===== src/rtl/sr_flag_arbiter_pkg.sv =====
// sr_ctrl_pkg: shared state encoding and operation constants for the SR flag arbiter
package sr_ctrl_pkg;
    typedef enum logic [1:0] {IDLE, DRIVE, RECOVER} state_t;
    localparam logic OP_SET = 1'b1;
    localparam logic OP_RST = 1'b0;
endpackage


===== src/rtl/sr_flag_arbiter_if.sv =====
// sr_flag_arbiter_if: request/grant and latch-drive bundle between requesters and the arbiter
interface sr_flag_arbiter_if #(parameter int N = 4);
    logic [N-1:0] req, op, gnt;
    logic s, r, done, busy, q;
    modport master (output req, op, input s, r, gnt, done, busy, q);
    modport slave (input req, op, output s, r, gnt, done, busy, q);
endinterface


===== src/rtl/sr_flag_arbiter_rr_arbiter.sv =====
// rr_arbiter: picks the first requester at or after ptr, wrapping around
module rr_arbiter #(
    parameter int N = 4,
    localparam int IW = (N > 1) ? $clog2(N) : 1
) (
    input  logic [N-1:0]  req,
    input  logic [IW-1:0] ptr,
    output logic [N-1:0]  sel,
    output logic [IW-1:0] idx
);
    logic found;
    always_comb begin
        sel = '0;
        idx = '0;
        found = 1'b0;
        for (int i = 0; i < N; i++) begin
            if (!found && req[(int'(ptr) + i) % N]) begin
                found = 1'b1;
                sel[(int'(ptr) + i) % N] = 1'b1;
                idx = IW'((int'(ptr) + i) % N);
            end
        end
    end
endmodule


===== src/rtl/sr_flag_arbiter.sv =====
// sr_flag_arbiter: serialises set/clear requests onto one SR latch with fixed-width, non-overlapping pulses
module sr_flag_arbiter
    import sr_ctrl_pkg::*;
#(
    parameter int N = 4,
    parameter int PULSE = 2,
    localparam int IW = (N > 1) ? $clog2(N) : 1,
    localparam int CW = $clog2(PULSE + 1)
) (
    input logic clk,
    input logic rst,
    sr_flag_arbiter_if.slave bus
);
    state_t state;
    logic [IW-1:0] ptr, idx_q, idx;
    logic [N-1:0] sel, gnt;
    logic [CW-1:0] cnt;
    logic op_q, op_sel, s, r, done, busy, q;
    assign op_sel = bus.op[idx];
    assign bus.s = s;
    assign bus.r = r;
    assign bus.gnt = gnt;
    assign bus.done = done;
    assign bus.busy = busy;
    assign bus.q = q;
    rr_arbiter #(.N(N)) u_arb (.req(bus.req), .ptr(ptr), .sel(sel), .idx(idx));
    // Async reset kills an in-flight pulse at once so the latch is never left half-driven
    always_ff @(posedge clk or posedge rst) begin
        if (rst) begin
            state <= IDLE;
            ptr <= '0;
            idx_q <= '0;
            cnt <= '0;
            op_q <= 1'b0;
            gnt <= '0;
            s <= 1'b0;
            r <= 1'b0;
            done <= 1'b0;
            busy <= 1'b0;
            q <= 1'b0;
        end else begin
            case (state)
                IDLE: if (|bus.req) begin
                    gnt <= sel;
                    idx_q <= idx;
                    op_q <= op_sel;
                    busy <= 1'b1;
                    if (op_sel == q) begin
                        done <= 1'b1;
                        state <= RECOVER;
                    end else begin
                        s <= op_sel == OP_SET;
                        r <= op_sel == OP_RST;
                        cnt <= CW'(1);
                        state <= DRIVE;
                    end
                end
                DRIVE: if (cnt == CW'(PULSE)) begin
                    s <= 1'b0;
                    r <= 1'b0;
                    q <= op_q;
                    done <= 1'b1;
                    cnt <= '0;
                    state <= RECOVER;
                end else begin
                    cnt <= cnt + 1'b1;
                end
                RECOVER: begin
                    gnt <= '0;
                    done <= 1'b0;
                    busy <= 1'b0;
                    ptr <= (idx_q == IW'(N - 1)) ? '0 : idx_q + 1'b1;
                    state <= IDLE;
                end
                default: state <= IDLE;
            endcase
        end
    end
endmodule

===== src/flat_wrapper.sv =====
// flat-port wrapper written by rule: the top's interface ports become plain ports
module sr_flag_arbiter_flat import sr_ctrl_pkg::*;
#(
    parameter int N = 4,
    parameter int PULSE = 2,
    localparam int IW = (N > 1) ? $clog2(N) : 1,
    localparam int CW = $clog2(PULSE + 1)
)
  (clk, rst, bus_req, bus_op, bus_s, bus_r, bus_gnt, bus_done, bus_busy, bus_q);
  sr_flag_arbiter_if #(.N(N)) bus_i ();
  input logic clk;
  input logic rst;
  input wire logic [$bits(bus_i.req)-1:0] bus_req;
  input wire logic [$bits(bus_i.op)-1:0] bus_op;
  output wire logic [$bits(bus_i.s)-1:0] bus_s;
  output wire logic [$bits(bus_i.r)-1:0] bus_r;
  output wire logic [$bits(bus_i.gnt)-1:0] bus_gnt;
  output wire logic [$bits(bus_i.done)-1:0] bus_done;
  output wire logic [$bits(bus_i.busy)-1:0] bus_busy;
  output wire logic [$bits(bus_i.q)-1:0] bus_q;
  assign bus_i.req = bus_req;
  assign bus_i.op = bus_op;
  assign bus_s = bus_i.s;
  assign bus_r = bus_i.r;
  assign bus_gnt = bus_i.gnt;
  assign bus_done = bus_i.done;
  assign bus_busy = bus_i.busy;
  assign bus_q = bus_i.q;
  sr_flag_arbiter #(.N(N), .PULSE(PULSE)) u_core (.clk(clk), .rst(rst), .bus(bus_i));
endmodule

===== config.mk =====
export PLATFORM = sky130hd
export DESIGN_NAME = sr_flag_arbiter_flat
export DESIGN_NICKNAME = d
export VERILOG_FILES = /design/src/rtl/sr_flag_arbiter_pkg.sv /design/src/rtl/sr_flag_arbiter_if.sv /design/src/rtl/sr_flag_arbiter_rr_arbiter.sv /design/src/rtl/sr_flag_arbiter.sv /design/src/flat_wrapper.sv
export SDC_FILE = /design/constraint.sdc
export NUM_CORES = 1
export LEC_CHECK = 0
export BUFFER_PORTS_ARGS = -buffer_cell sky130_fd_sc_hd__buf_4
export CORE_UTILIZATION = 51
export DETAILED_ROUTE_END_ITERATION = 10
export GPL_TIMING_DRIVEN = 0
export PLACE_DENSITY_LB_ADDON = 0.12
export SLEW_MARGIN = 10
export SYNTH_ARGS = -nofsm -noshare
export SYNTH_HDL_FRONTEND = slang
export SYNTH_SLANG_ARGS = --single-unit

===== constraint.sdc =====
create_clock -name clk -period 3.2 [get_ports clk]
set_input_delay 0.16 -clock clk [delete_from_list [all_inputs] [get_ports clk]]
set_output_delay 0.16 -clock clk [all_outputs]
set_load 0.005 [all_outputs]

== After elaboration in Yosys (flattened, before gate mapping) ==
Cells that the tools add are included.
Word-level totals
  bits in registers: 18
  latch bits: 0
  bits in writable memories: 0
  bits in read-only memories: 0
  word-level logic and storage cells: 122
  memories: 0
Cells by class
  add/subtract/negate cells: 5
  multiply operators: 0
  div/mod/pow operators: 0
  $lt $le $gt $ge: 9
  equality and inequality tests: 9
  shifts and indexed selects: 0
  mux-type cells: 56
  bitwise operators: 7
  reductions and logical operators: 25
Operators by type and width (count)
  two-way mux 1 bit: 24
  two-way mux 2 bit: 11
  two-way mux 4 bit: 5
  less-than comparator 3 x 4 -> 1 bit (second input constant): 3
  OR 4 bit: 3
  binary-select mux 1 bit (select 2 bit): 5
  greater-or-equal comparator 3 x 1 -> 1 bit (second input constant): 3
  demux 1 bit (select 2 bit): 4
  one-hot mux 2 bit (2 select lines): 2
  one-hot mux 4 bit (2 select lines): 1
  AND reduction 2 bit: 4
  AND reduction 4 bit: 2
  logical AND 1 bit: 7
  adder 2 x 1 -> 2 bit (second input constant): 3
  equality test 2 bit (second input constant): 3
  less-than comparator 2 x 3 -> 1 bit (second input constant): 2
  != test 2 x 1 -> 1 bit (second input constant): 3
  one-hot mux 1 bit (2 select lines): 3
  OR reduction 2 bit: 3
  adder 2 bit (second input constant): 2
  nonzero test 2 bit: 2
  OR reduction 4 bit: 1
  AND 1 bit (first input constant): 3
  logical NOT 1 bit: 3
  other kinds (9): 9

== Longest topological paths before layout ==
Gate-level depths: netlist (run 1).
  word-level depth: 20
  depth in mapped cells: 11
  mapped depth without buffers: 9

== Modules after synthesis ==
Synthesis (run 1) repeated with hierarchy kept, for this count alone.
Unflattened totals
  cell total of the unflattened synthesis: 152
  area, all modules: 1425.1 sq um
By module, submodules not included
  sr_flag_arbiter: instances 1, cells an instance 87, area an instance 935.9 sq um
  rr_arbiter: instances 1, cells an instance 65, area an instance 489.2 sq um

== Least setup slack after synthesis (run 1) ==
OpenSTA, ideal clock, no wires.
  path kind: reg2reg
  start: reg u_core.ptr[0]
  end: reg u_core.state[0]
  setup time: 126 ps
  arrival: 3010 ps
  setup slack: 64 ps
  stages on the path, launching flop included: 11
  path buffers: 2
  period minus slack after synthesis: 3136 ps
  cell sequence: dfrtp_1 inv_1 ha_1 buf_2 or3b_1 a2111o_1 nand3_2 o31a_4 mux4_2 buf_6 a221o_1
On the way
  longest elaborated chain between the ends: 18
RTL lines
  start, declared: line sr_flag_arbiter.sv:15  | logic [IW-1:0] ptr, idx_q, idx;
  start signal, assigned: line sr_flag_arbiter.sv:72  | ptr <= (idx_q == IW'(N - 1)) ? '0 : idx_q + 1'b1;
  adder 2 x 1 -> 2 bit / binary-select mux 1 bit (select 2 bit) (equally long branches): line sr_flag_arbiter_rr_arbiter.sv:17, sr_flag_arbiter_rr_arbiter.sv:20
  binary-select mux 1 bit (select 2 bit) / two-way mux 1 bit (equally long branches): line sr_flag_arbiter_rr_arbiter.sv:17  | if (!found && req[(int'(ptr) + i) % N]) begin
  two-way mux 1 bit (implied by the code): line sr_flag_arbiter_rr_arbiter.sv:17
  two-way mux 1 bit (implied by the code) / logical NOT 1 bit (equally long branches): line sr_flag_arbiter_rr_arbiter.sv:17
  logical AND 1 bit: line sr_flag_arbiter_rr_arbiter.sv:17
  two-way mux 1 bit: line sr_flag_arbiter_rr_arbiter.sv:17
  logical NOT 1 bit: line sr_flag_arbiter_rr_arbiter.sv:17
  logical AND 1 bit: line sr_flag_arbiter_rr_arbiter.sv:17
  (+2 left out)
  logical AND 1 bit: line sr_flag_arbiter_rr_arbiter.sv:17
  two-way mux 2 bit *: line sr_flag_arbiter_rr_arbiter.sv:17
  binary-select mux 1 bit (select 2 bit) *: line sr_flag_arbiter.sv:19  | assign op_sel = bus.op[idx];
  two-way mux 1 bit (implied by the code) *: line sr_flag_arbiter.sv:19
  equality test 1 bit *: line sr_flag_arbiter.sv:48  | if (op_sel == q) begin
  two-way mux 2 bit *: line sr_flag_arbiter.sv:48
  two-way mux 2 bit *: line sr_flag_arbiter.sv:43  | IDLE: if (|bus.req) begin
  one-hot mux 2 bit (2 select lines) *: line sr_flag_arbiter.sv:42  | case (state)
  end signal, assigned: line sr_flag_arbiter.sv:50  | state <= RECOVER;
  end signal, assigned: line sr_flag_arbiter.sv:55  | state <= DRIVE;
  end signal, assigned: line sr_flag_arbiter.sv:64  | state <= RECOVER;
  end, declared: line sr_flag_arbiter.sv:14  | state_t state;
Mark *: on every way between the ends. The rest lies on a longest branch, timed or not. The select of a mux whose other input is x is not followed.
A chain may end at the register's enable or synchronous reset.

== Worst setup path in the final report (run 1) ==
Same ends and word-level chain as after synthesis.

==> out/results.ini, run 1 <==
[cells_and_area]
insertedDiodeCount = 0
final_util = 0.6401
synthToLayoutAreaGrowth_pct = 15.43
drive_gt1_frac = 0.2500
nets = 197

[logic_synthesis]
yosysTopAreaCell = dfrtp_1
synth-compound-area-share = 0.2367
avgSynthCellArea_um2 = 9.165
synthAdderAreaFrac = 0.07979
synth_edf_count = 0
seq_area_frac_synth = 0.3191
yosys.area_share.simple = 0.1933
syn_nets = 173
synthTopCellsByArea = dfrtp_1, ha_1, a21oi_1
synthXorXnorAreaFrac = 0.006206
async_flop_share = 1.000
synth_cell_types = 44
synth_area_um2 = 1411
synth_top_family_by_area = compound AO/OA/AOI/OAI gates
synth_seq_cells = 18
synth_top_area_share = 0.3191
yosysWarnings = 0
syn_inst = 154
ys.flop_type = dfrtp_1
synth.mux.area_fraction = 0.1099

[floorplanning]
rows = 18
die_area_um2 = 2982
dieHeight_um = 54.61
ioPinCount = 19
core_um2 = 2545
die_w_um = 54.61
start_util = 0.5546

[clocking]
cts_tree = yes
clock_tree.root_cell = clkbuf_4
clock_sinks = 18
htreeDepth = 1
clock_latency_ns = 0.29
clockBufferDepth = 2
clk_pin_slew_ns = 0.10
cts_buffers = 3

[route]
totalWireLength_um = 3180
drc = 0
first_pass_iters = 4
initialDrtViolationCount = 39
vias_per_cell = 6.136
drtAntennaViolNets = 0
vias = 1264
post_drt_wl_per_cell_um = 15.44

[worst_setup_path]
crit_path_top_delay_cell = mux4_2
worstPathArrival_ns = 3.32
rrSetupSlack_ns = 0.07
crit_end = u_core.state[0]
slowest_delay_ns = 0.49
crit_chain = inv_4, ha_1, buf_2, or3b_1, a2111o_1, nand3_2, o31a_4, mux4_2, buf_6, a221o_1
crit_path_start = u_core.ptr[0]
path_class = flip-flop to flip-flop
r2r_start = u_core.ptr[0]
cp-end-kind = flip-flop
cp_data_required_time_ns = 3.39
critPathMaxFanout = 10
reg2regPathDepth = 10
startpoint_type = flip-flop
reg2reg_to = u_core.state[0]

[pwr]
ir_worst_vdd_mv = 0.6663
p_leak_uw = 0.0007298
power_per_cell_area_nw_per_um2 = 995.9

[sta]
fin_setup_tns_ns = 0
fmax_ghz = 0.3194
finalCritPeriodShare = 0.9783
maxSlewViolCount = 0
finalHoldViolCount = 0
finClkSkew_ns = 0.001730
slew_headroom = 0.2487
rsz0062_at_grt = false
setup_viol = 0
tightest_slew_ns = 1.117
final.min_clock_period_ns = 3.131

[global_route]
grt-ovfl-total = 0
grt_pass1_wl_um = 5057
grt_max_degree = 19
grt_pass1_vias = 1093
groute.usage.overall = 0.2414
antenna_found_initial = 0

[placement]
place.gp.congestion = 0.7805
portBuffers = 16
dpl.hpwl_um = 2329

[min_path]
hp-class = primary input to flip-flop

[run]
drv_cap = 0

[run_status]
status = completed

## per-layer routing
metal	track usage	wire length (µm)	part of all wire	vias to the layer above
li1	-	-	-	622
met1	0.3448	1528	0.48	605
met2	0.3635	1468	0.46	33
met3	0.06111	157	0.049	4
met4	0.05128	25	0.0079	0
met5	0	0	0	-
## worst max-delay path, delay by kind of cell (launching register included)
kind | cells | cell delay [ns]
DFF | 1 | 0.44
AOI/OAI and AO/OA | 3 | 0.90
adders and majority gates | 1 | 0.24
buffers and inverters | 3 | 0.44
and+or+nand+nor | 2 | 0.50
muxes | 1 | 0.49
## final cells by class
cell class | instances | area, µm²
plain buffers | 7 | 55.05
repair buffers | 19 | 145.1
multi-input cells | 123 | 890.9
clock buffers | 3 | 22.52
inverters | 6 | 25.02
flip-flops and latches | 18 | 452.9
fillers | 226 | 915.9
well taps | 30 | 37.54
## state kept, by name, indices dropped and copies added, names as in the netlist
register,count
u_core.ptr,2
u_core.cnt,2
u_core.bus.done,1
u_core.bus.gnt,4
u_core.bus.s,1
u_core.op_q,1
u_core.idx_q,2
u_core.bus.r,1
u_core.state,2
u_core.bus.busy,1
u_core.bus.q,1
## Yosys cell counts (4+ instances only)
master and n:
dfrtp_1 18, nand2_1 15, a21oi_1 14, nor2_1 11
ha_1 9, inv_1 6, mux2_2 6, o22ai_1 6
o21ai_0 5, and2_1 4, nand3_1 4, o21ai_1 4
## stage by stage
stage / hold slack [ns] / setup WS (ns) / total power [µW] / cells / instance area, µm²
3_5_place_dp: 0.3100 / -0.2338 / 1459 / 200 / 1569
4_1_cts: 0.3998 / 0.05025 / 1602 / 206 / 1619
3_3_place_gp: 0.3033 / -0.1631 / 1411 / 200 / 1569
2_1_floorplan: 0.09857 / 0.06373 / 1199 / 154 / 1411
5_1_grt: 0.4341 / 0.003144 / 1769 / 206 / 1629
6_report: 0.3990 / 0.06942 / 1622 / 206 / 1629
## kinds of logic (layout without fill, tap and decap cells)
family,Yosys count,count (layout)
adders and majority gates,9,9
DFF,18,18
buffers and inverters,13,35
and+or+nand+nor,52,52
muxes,11,11
xor gates and xnor gates,1,1
AOI/OAI and AO/OA,50,50
## report_power, final
part / switching [µW] / internal (µW) / total, µW
Combinational: 563 / 519 / 1080
Sequential: 92.6 / 333 / 425
Clock: 70.7 / 43.8 / 115
Total: 727 / 896 / 1620
## worst min path at each step
stage,cells past startpoint,start,to,slack (ns)
2_1_floorplan,1,rst,u_core.bus.busy,0.1
4_1_cts,4,bus_req[3],u_core.bus.gnt[3],0.40
3_3_place_gp,2,rst,u_core.bus.s,0.30
5_1_grt,4,bus_req[3],u_core.bus.gnt[3],0.43
6_report,4,bus_req[3],u_core.bus.gnt[3],0.40
3_5_place_dp,2,rst,u_core.bus.s,0.31
## layout by cell type (no fill, tap or decap), drive strengths merged, types with 3 or more instances in the layout
| master | Yosys | final |
|---|---|---|
| buf | 6 | 24 |
| clkbuf | 1 | 4 |
| a21o | 3 | 3 |
| a21oi | 14 | 14 |
| dfrtp | 18 | 18 |
| mux2 | 6 | 6 |
| mux4 | 3 | 3 |
| nand2b | 3 | 3 |
| nor2 | 11 | 11 |
| o21ai | 9 | 9 |
| a22oi | 3 | 3 |
| o22ai | 6 | 6 |
| a221o | 3 | 3 |
| ha | 9 | 9 |
| nor4 | 3 | 3 |
| and2 | 4 | 4 |
| nand3 | 5 | 5 |
| inv | 6 | 6 |
| nor3 | 3 | 3 |
| nand2 | 15 | 15 |
## what timing repair did
action / in CTS / in global routing
resized for setup: 4 / 2
endpoints found under the setup margin: 8 / 3
buffers inserted: 2 / 0
hold buffers: 1 / 0
endpoints found under the hold margin: 18 / 0
No activity file was read; power rests on OpenSTA's default activity.
==> run 2: changes to the inputs <==
--- a/config.mk
+++ b/config.mk
@@ -5,7 +5,7 @@
 export SDC_FILE = /design/constraint.sdc
 export NUM_CORES = 1
 export LEC_CHECK = 0
-export BUFFER_PORTS_ARGS = -buffer_cell sky130_fd_sc_hd__buf_4
+export BUFFER_PORTS_ARGS = -buffer_cell sky130_fd_sc_hd__clkbuf_2
 export CORE_UTILIZATION = 51
 export DETAILED_ROUTE_END_ITERATION = 10
 export GPL_TIMING_DRIVEN = 0
==> out/results.ini, run 2 (same netlist as run 1, synthesis figures left out) <==
[sta]
maxSlewViolCount = 0
fin_setup_tns_ns = 0
fmax_ghz = 0.3249
tightest_slew_ns = 1.084
finalCritPeriodShare = 0.9619
finClkSkew_ns = 0.003779
setup_viol = 0
finalHoldViolCount = 0
rsz0062_at_grt = false
slew_headroom = 0.2704
final.min_clock_period_ns = 3.078

[pwr]
power_per_cell_area_nw_per_um2 = 1015
p_leak_uw = 0.0007220
ir_worst_vdd_mv = 0.6313

[worst_setup_path]
startpoint_type = flip-flop
cp_data_required_time_ns = 3.39
cp-end-kind = flip-flop
worstPathArrival_ns = 3.27
path_class = flip-flop to flip-flop
critPathMaxFanout = 10

[global_route]
grt_pass1_wl_um = 5313
grt_max_degree = 19
groute.usage.overall = 0.2549
grt-ovfl-total = 0
grt_pass1_vias = 1175
antenna_found_initial = 0

[route]
drtAntennaViolNets = 0
totalWireLength_um = 3239
vias_per_cell = 6.391
first_pass_iters = 4
vias = 1323
post_drt_wl_per_cell_um = 15.65
initialDrtViolationCount = 52
drc = 0

[placement]
dpl.hpwl_um = 2413
placed_area_um2 = 1529
portBuffers = 16
place.gp.congestion = 0.8681
place_inst = 200

[floorplanning]
dieHeight_um = 54.61
rows = 18
die_w_um = 54.61
start_util = 0.5546
die_area_um2 = 2982
core_um2 = 2545
ioPinCount = 19

[clocking]
clockBufferDepth = 2
htreeDepth = 1
clock_latency_ns = 0.30
cts_tree = yes
clk_pin_slew_ns = 0.11
cts_buffers = 3
clock_tree.root_cell = clkbuf_4
clock_sinks = 18

[run]
drv_cap = 0

[cells_and_area]
nets = 197
final_area_um2 = 1605
nFillCells = 230
layout.cells.non_filler = 207
synthToLayoutAreaGrowth_pct = 13.74
most-common-layout-cells = clkbuf_2, dfrtp_1, nand2_1, a21oi_1, nor2_1
drive_gt1_frac = 0.2486
top_register = u_core.bus.gnt
largest_reg_flops = 4
insertedDiodeCount = 0

[run_status]
status = completed

[min_path]
hp-class = primary input to flip-flop

==> run 2: cell types whose count changed in the layout (fill, tap and decap cells not counted), sizes merged <==
cell and change:
buf -17, clkbuf +18
==> run 2: area by class of cell <==
type / count / area [µm²] / area share
timing repair buffer: 19 / 105.1 / 0.06547
inverter: 6 / 25.02 / 0.01559
clock buffer: 4 / 36.28 / 0.02260
tap: 30 / 37.54 / 0.02338
buffer: 7 / 57.56 / 0.03585
sequential: 18 / 452.9 / 0.2822
multi-input combinational: 123 / 890.9 / 0.5549
==> run 2: critical path, stage by stage, from the launching register on <==
cell	delay, ns
dfrtp_2	0.45
inv_4	0.10
ha_1	0.23
clkbuf_4	0.18
or3b_1	0.35
a2111o_1	0.41
nand3_4	0.12
o31a_4	0.15
mux4_2	0.50
buf_6	0.16
a221o_1	0.31
==> run 2: repair_timing <==
| item | CTS | global route |
|---|---|---|
| gates resized for setup | 3 | 4 |
| hold buffers | 1 | 0 |
| endpoints found under the hold margin | 18 | 0 |
| setup endpoints to repair | 8 | 7 |
| pin swaps | 0 | 1 |
| setup buffers | 2 | 0 |
==> run 2: final timing paths <==
check                             startpoint           endpoint  slack [ns]  cells after the start
hold / removal                    bus_req[3]  u_core.bus.gnt[3]        0.40                      4
min in group asynchronous                rst       u_core.bus.s        0.48                      3
setup / recovery               u_core.ptr[0]    u_core.state[0]        0.12                     10
setup reg to reg               u_core.ptr[0]    u_core.state[0]        0.12                     10
hold reg to reg            u_core.bus.gnt[2]  u_core.bus.gnt[2]        0.50                      2
max in group asynchronous                rst      u_core.ptr[0]        2.24                      3
==> run 2: power breakdown <==
| group | internal [µW] | switching, µW |
|---|---|---|
| sequential | 333 | 95.1 |
| clock | 69.5 | 74.4 |
| combinational | 493 | 565 |
| total | 895 | 735 |
==> run 2: routing by layer <==
layer  GRT usage  vias up  part of all wire
met5           0        -                 0
met4     0.06838        0             0.011
met3     0.05833        8             0.064
met2      0.4076       53              0.48
met1      0.3419      633              0.44
li1            -      629                 -
==> run 2: through the flow <==
step	power, µW	utilization	worst slack, ns	hold slack (ns)
after floorplan	1199	-	0.06373	0.09857
after global placement	1385	0.6008	-0.1552	0.2682
after detailed placement	1440	0.6008	-0.2197	0.2832
after CTS	1612	0.6259	0.03282	0.4059
after global routing	1781	0.6308	0.004664	0.4239
final	1629	0.6308	0.1219	0.4007
==> run 3: changes to the inputs <==
--- a/config.mk
+++ b/config.mk
@@ -6,9 +6,10 @@
 export NUM_CORES = 1
 export LEC_CHECK = 0
 export BUFFER_PORTS_ARGS = -buffer_cell sky130_fd_sc_hd__clkbuf_2
-export CORE_UTILIZATION = 51
+export CORE_UTILIZATION = 55
 export DETAILED_ROUTE_END_ITERATION = 10
 export GPL_TIMING_DRIVEN = 0
+export HOLD_SLACK_MARGIN = 0.02
 export PLACE_DENSITY_LB_ADDON = 0.12
 export SLEW_MARGIN = 10
 export SYNTH_ARGS = -nofsm -noshare
==> constraint.sdc (replaced) <==
create_clock -name clk -period 3.55 [get_ports clk]
set_input_delay 0.1775 -clock clk [delete_from_list [all_inputs] [get_ports clk]]
set_output_delay 0.1775 -clock clk [all_outputs]
set_load 0.005 [all_outputs]
==> out/results.ini, run 3 (same netlist as run 1, synthesis figures left out) <==
[route]
vias_per_cell = 6.389
vias = 1297
totalWireLength_um = 3095
initialDrtViolationCount = 43
drtAntennaViolNets = 0
post_drt_wl_per_cell_um = 15.25
first_pass_iters = 4
drc = 0

[sta]
postLayoutSetupSlackWorst_ns = 0.2108
setup_viol = 0
slew_headroom = 0.2769
final.min_clock_period_ns = 3.339
finalCritPeriodShare = 0.9406
finalHoldViolCount = 0
fmax_ghz = 0.2995
fin_setup_tns_ns = 0
rsz0062_at_grt = false
maxSlewViolCount = 0
hold-worst-slack_ns = 0.4178
tightest_slew_ns = 1.075
finClkSkew_ns = 0.004224

[global_route]
grt_pass1_vias = 1206
groute.usage.overall = 0.2742
grt_pass1_wl_um = 5589
grt_max_degree = 19
antenna_found_initial = 0
grt-ovfl-total = 0

[clocking]
clockBufferDepth = 2
cts_buffers = 3
clk_pin_slew_ns = 0.10
clock_latency_ns = 0.30
clock_tree.root_cell = clkbuf_4
htreeDepth = 1
clock_sinks = 18
cts_tree = yes

[cells_and_area]
most-common-layout-cells = dfrtp_1, clkbuf_2, nand2_1, a21oi_1, nor2_1
nets = 195
insertedDiodeCount = 0
synthToLayoutAreaGrowth_pct = 11.52
top_register = u_core.bus.gnt
drive_gt1_frac = 0.2229
largest_reg_flops = 4
final_area_um2 = 1574
nFillCells = 200
mostFrequentLayoutCell = dfrtp_1

[floorplanning]
die_w_um = 52.66
core_um2 = 2318
die_area_um2 = 2773
rows = 17
start_util = 0.6087
ioPinCount = 19
dieHeight_um = 52.66

[worst_setup_path]
cp-end-kind = flip-flop
path_buf_inv = 3
path_class = flip-flop to flip-flop
critPathMaxFanout = 10
crit_chain = inv_1, ha_1, buf_2, or3b_1, a2111o_1, nand3_2, o31a_4, mux4_2, buf_6, a221o_1
cp_data_required_time_ns = 3.74
worstPathArrival_ns = 3.53
startpoint_type = flip-flop
path_delay_family = compound AO/OA/AOI/OAI gates
slowest_delay_ns = 0.54
crit_path_top_delay_cell = dfrtp_1

[placement]
placed_area_um2 = 1526
pre_cts_slack_ns = 0.1429
place.gp.congestion = 0.8321
dpl.hpwl_um = 2323
portBuffers = 16

[pwr]
power_per_cell_area_nw_per_um2 = 908.5
seqPwrFrac = 0.281
p_leak_uw = 0.0007124
ir_worst_vdd_mv = 0.5863
clock_power_share = 0.090
switching_power_uw = 647.9
p_int_uw = 782.0
power_frac_comb = 0.628
swShare = 0.4531

[run]
drv_cap = 0

[run_status]
status = completed

[min_path]
hp-class = primary input to flip-flop

[run 3: per-stage QoR]
step           power (µW)  std cells  utilization
6_report             1430        203       0.6789
5_1_grt              1569        203       0.6789
4_1_cts              1423        203       0.6784
3_5_place_dp         1288        198       0.6584
3_3_place_gp         1243        198       0.6584
2_1_floorplan        1081        154            -
[run 3: worst register-to-register path, delay by kind of cell (launching register included)]
family | cells | cell delay [ns]
simple gates | 2 | 0.49
compound gates | 3 | 0.90
buf+inv | 3 | 0.51
flops | 1 | 0.54
fa+ha+maj | 1 | 0.29
mux | 1 | 0.49
[run 3: layout make-up]
| type | count | area, µm² | area share |
|---|---|---|---|
| plain buffers | 7 | 55.05 | 0.03498 |
| clock buffers | 4 | 36.28 | 0.02305 |
| inverters | 6 | 22.52 | 0.01431 |
| multi-input cells | 123 | 883.3 | 0.5612 |
| flip-flops and latches | 18 | 451.7 | 0.2870 |
| well taps | 28 | 35.03 | 0.02226 |
| repair buffers | 17 | 90.09 | 0.05723 |
[run 3: path summary, 6_finish.rpt]
check                                         end  cells after the start  slack (ns)               from
max in group asynchronous           u_core.ptr[0]                      3        2.60                rst
worst max-delay path              u_core.state[0]                     10        0.21      u_core.ptr[1]
min in group asynchronous         u_core.idx_q[1]                      3        0.49                rst
worst min register to register  u_core.bus.gnt[2]                      2        0.49  u_core.bus.gnt[2]
worst max register to register    u_core.state[0]                     10        0.21      u_core.ptr[1]
worst min-delay path            u_core.bus.gnt[3]                      4        0.42         bus_req[3]
[run 3: power by group through the flow]
stage | sequential, µW | combinational [µW] | clock (µW)
after floorplan | 382 | 699 | 0
after global placement | 395 | 849 | 0
after detailed placement | 404 | 884 | 0
after CTS | 400 | 892 | 131
after global routing | 417 | 1010 | 141
final | 402 | 899 | 129
[run 3: repair_timing]
action / in CTS / in global routing
hold endpoints to repair: 18 / 0
hold buffers: 1 / 0
endpoints found under the setup margin: 0 / 5
resized for setup: 0 / 1
setup buffers: 0 / 0
[run 3: layer usage]
metal	vias up	wire [µm]	global-route usage
met5	-	0	0
met4	0	18	0.03947
met3	4	178	0.06087
met2	52	1443	0.4304
met1	619	1454	0.3927
li1	622	-	-
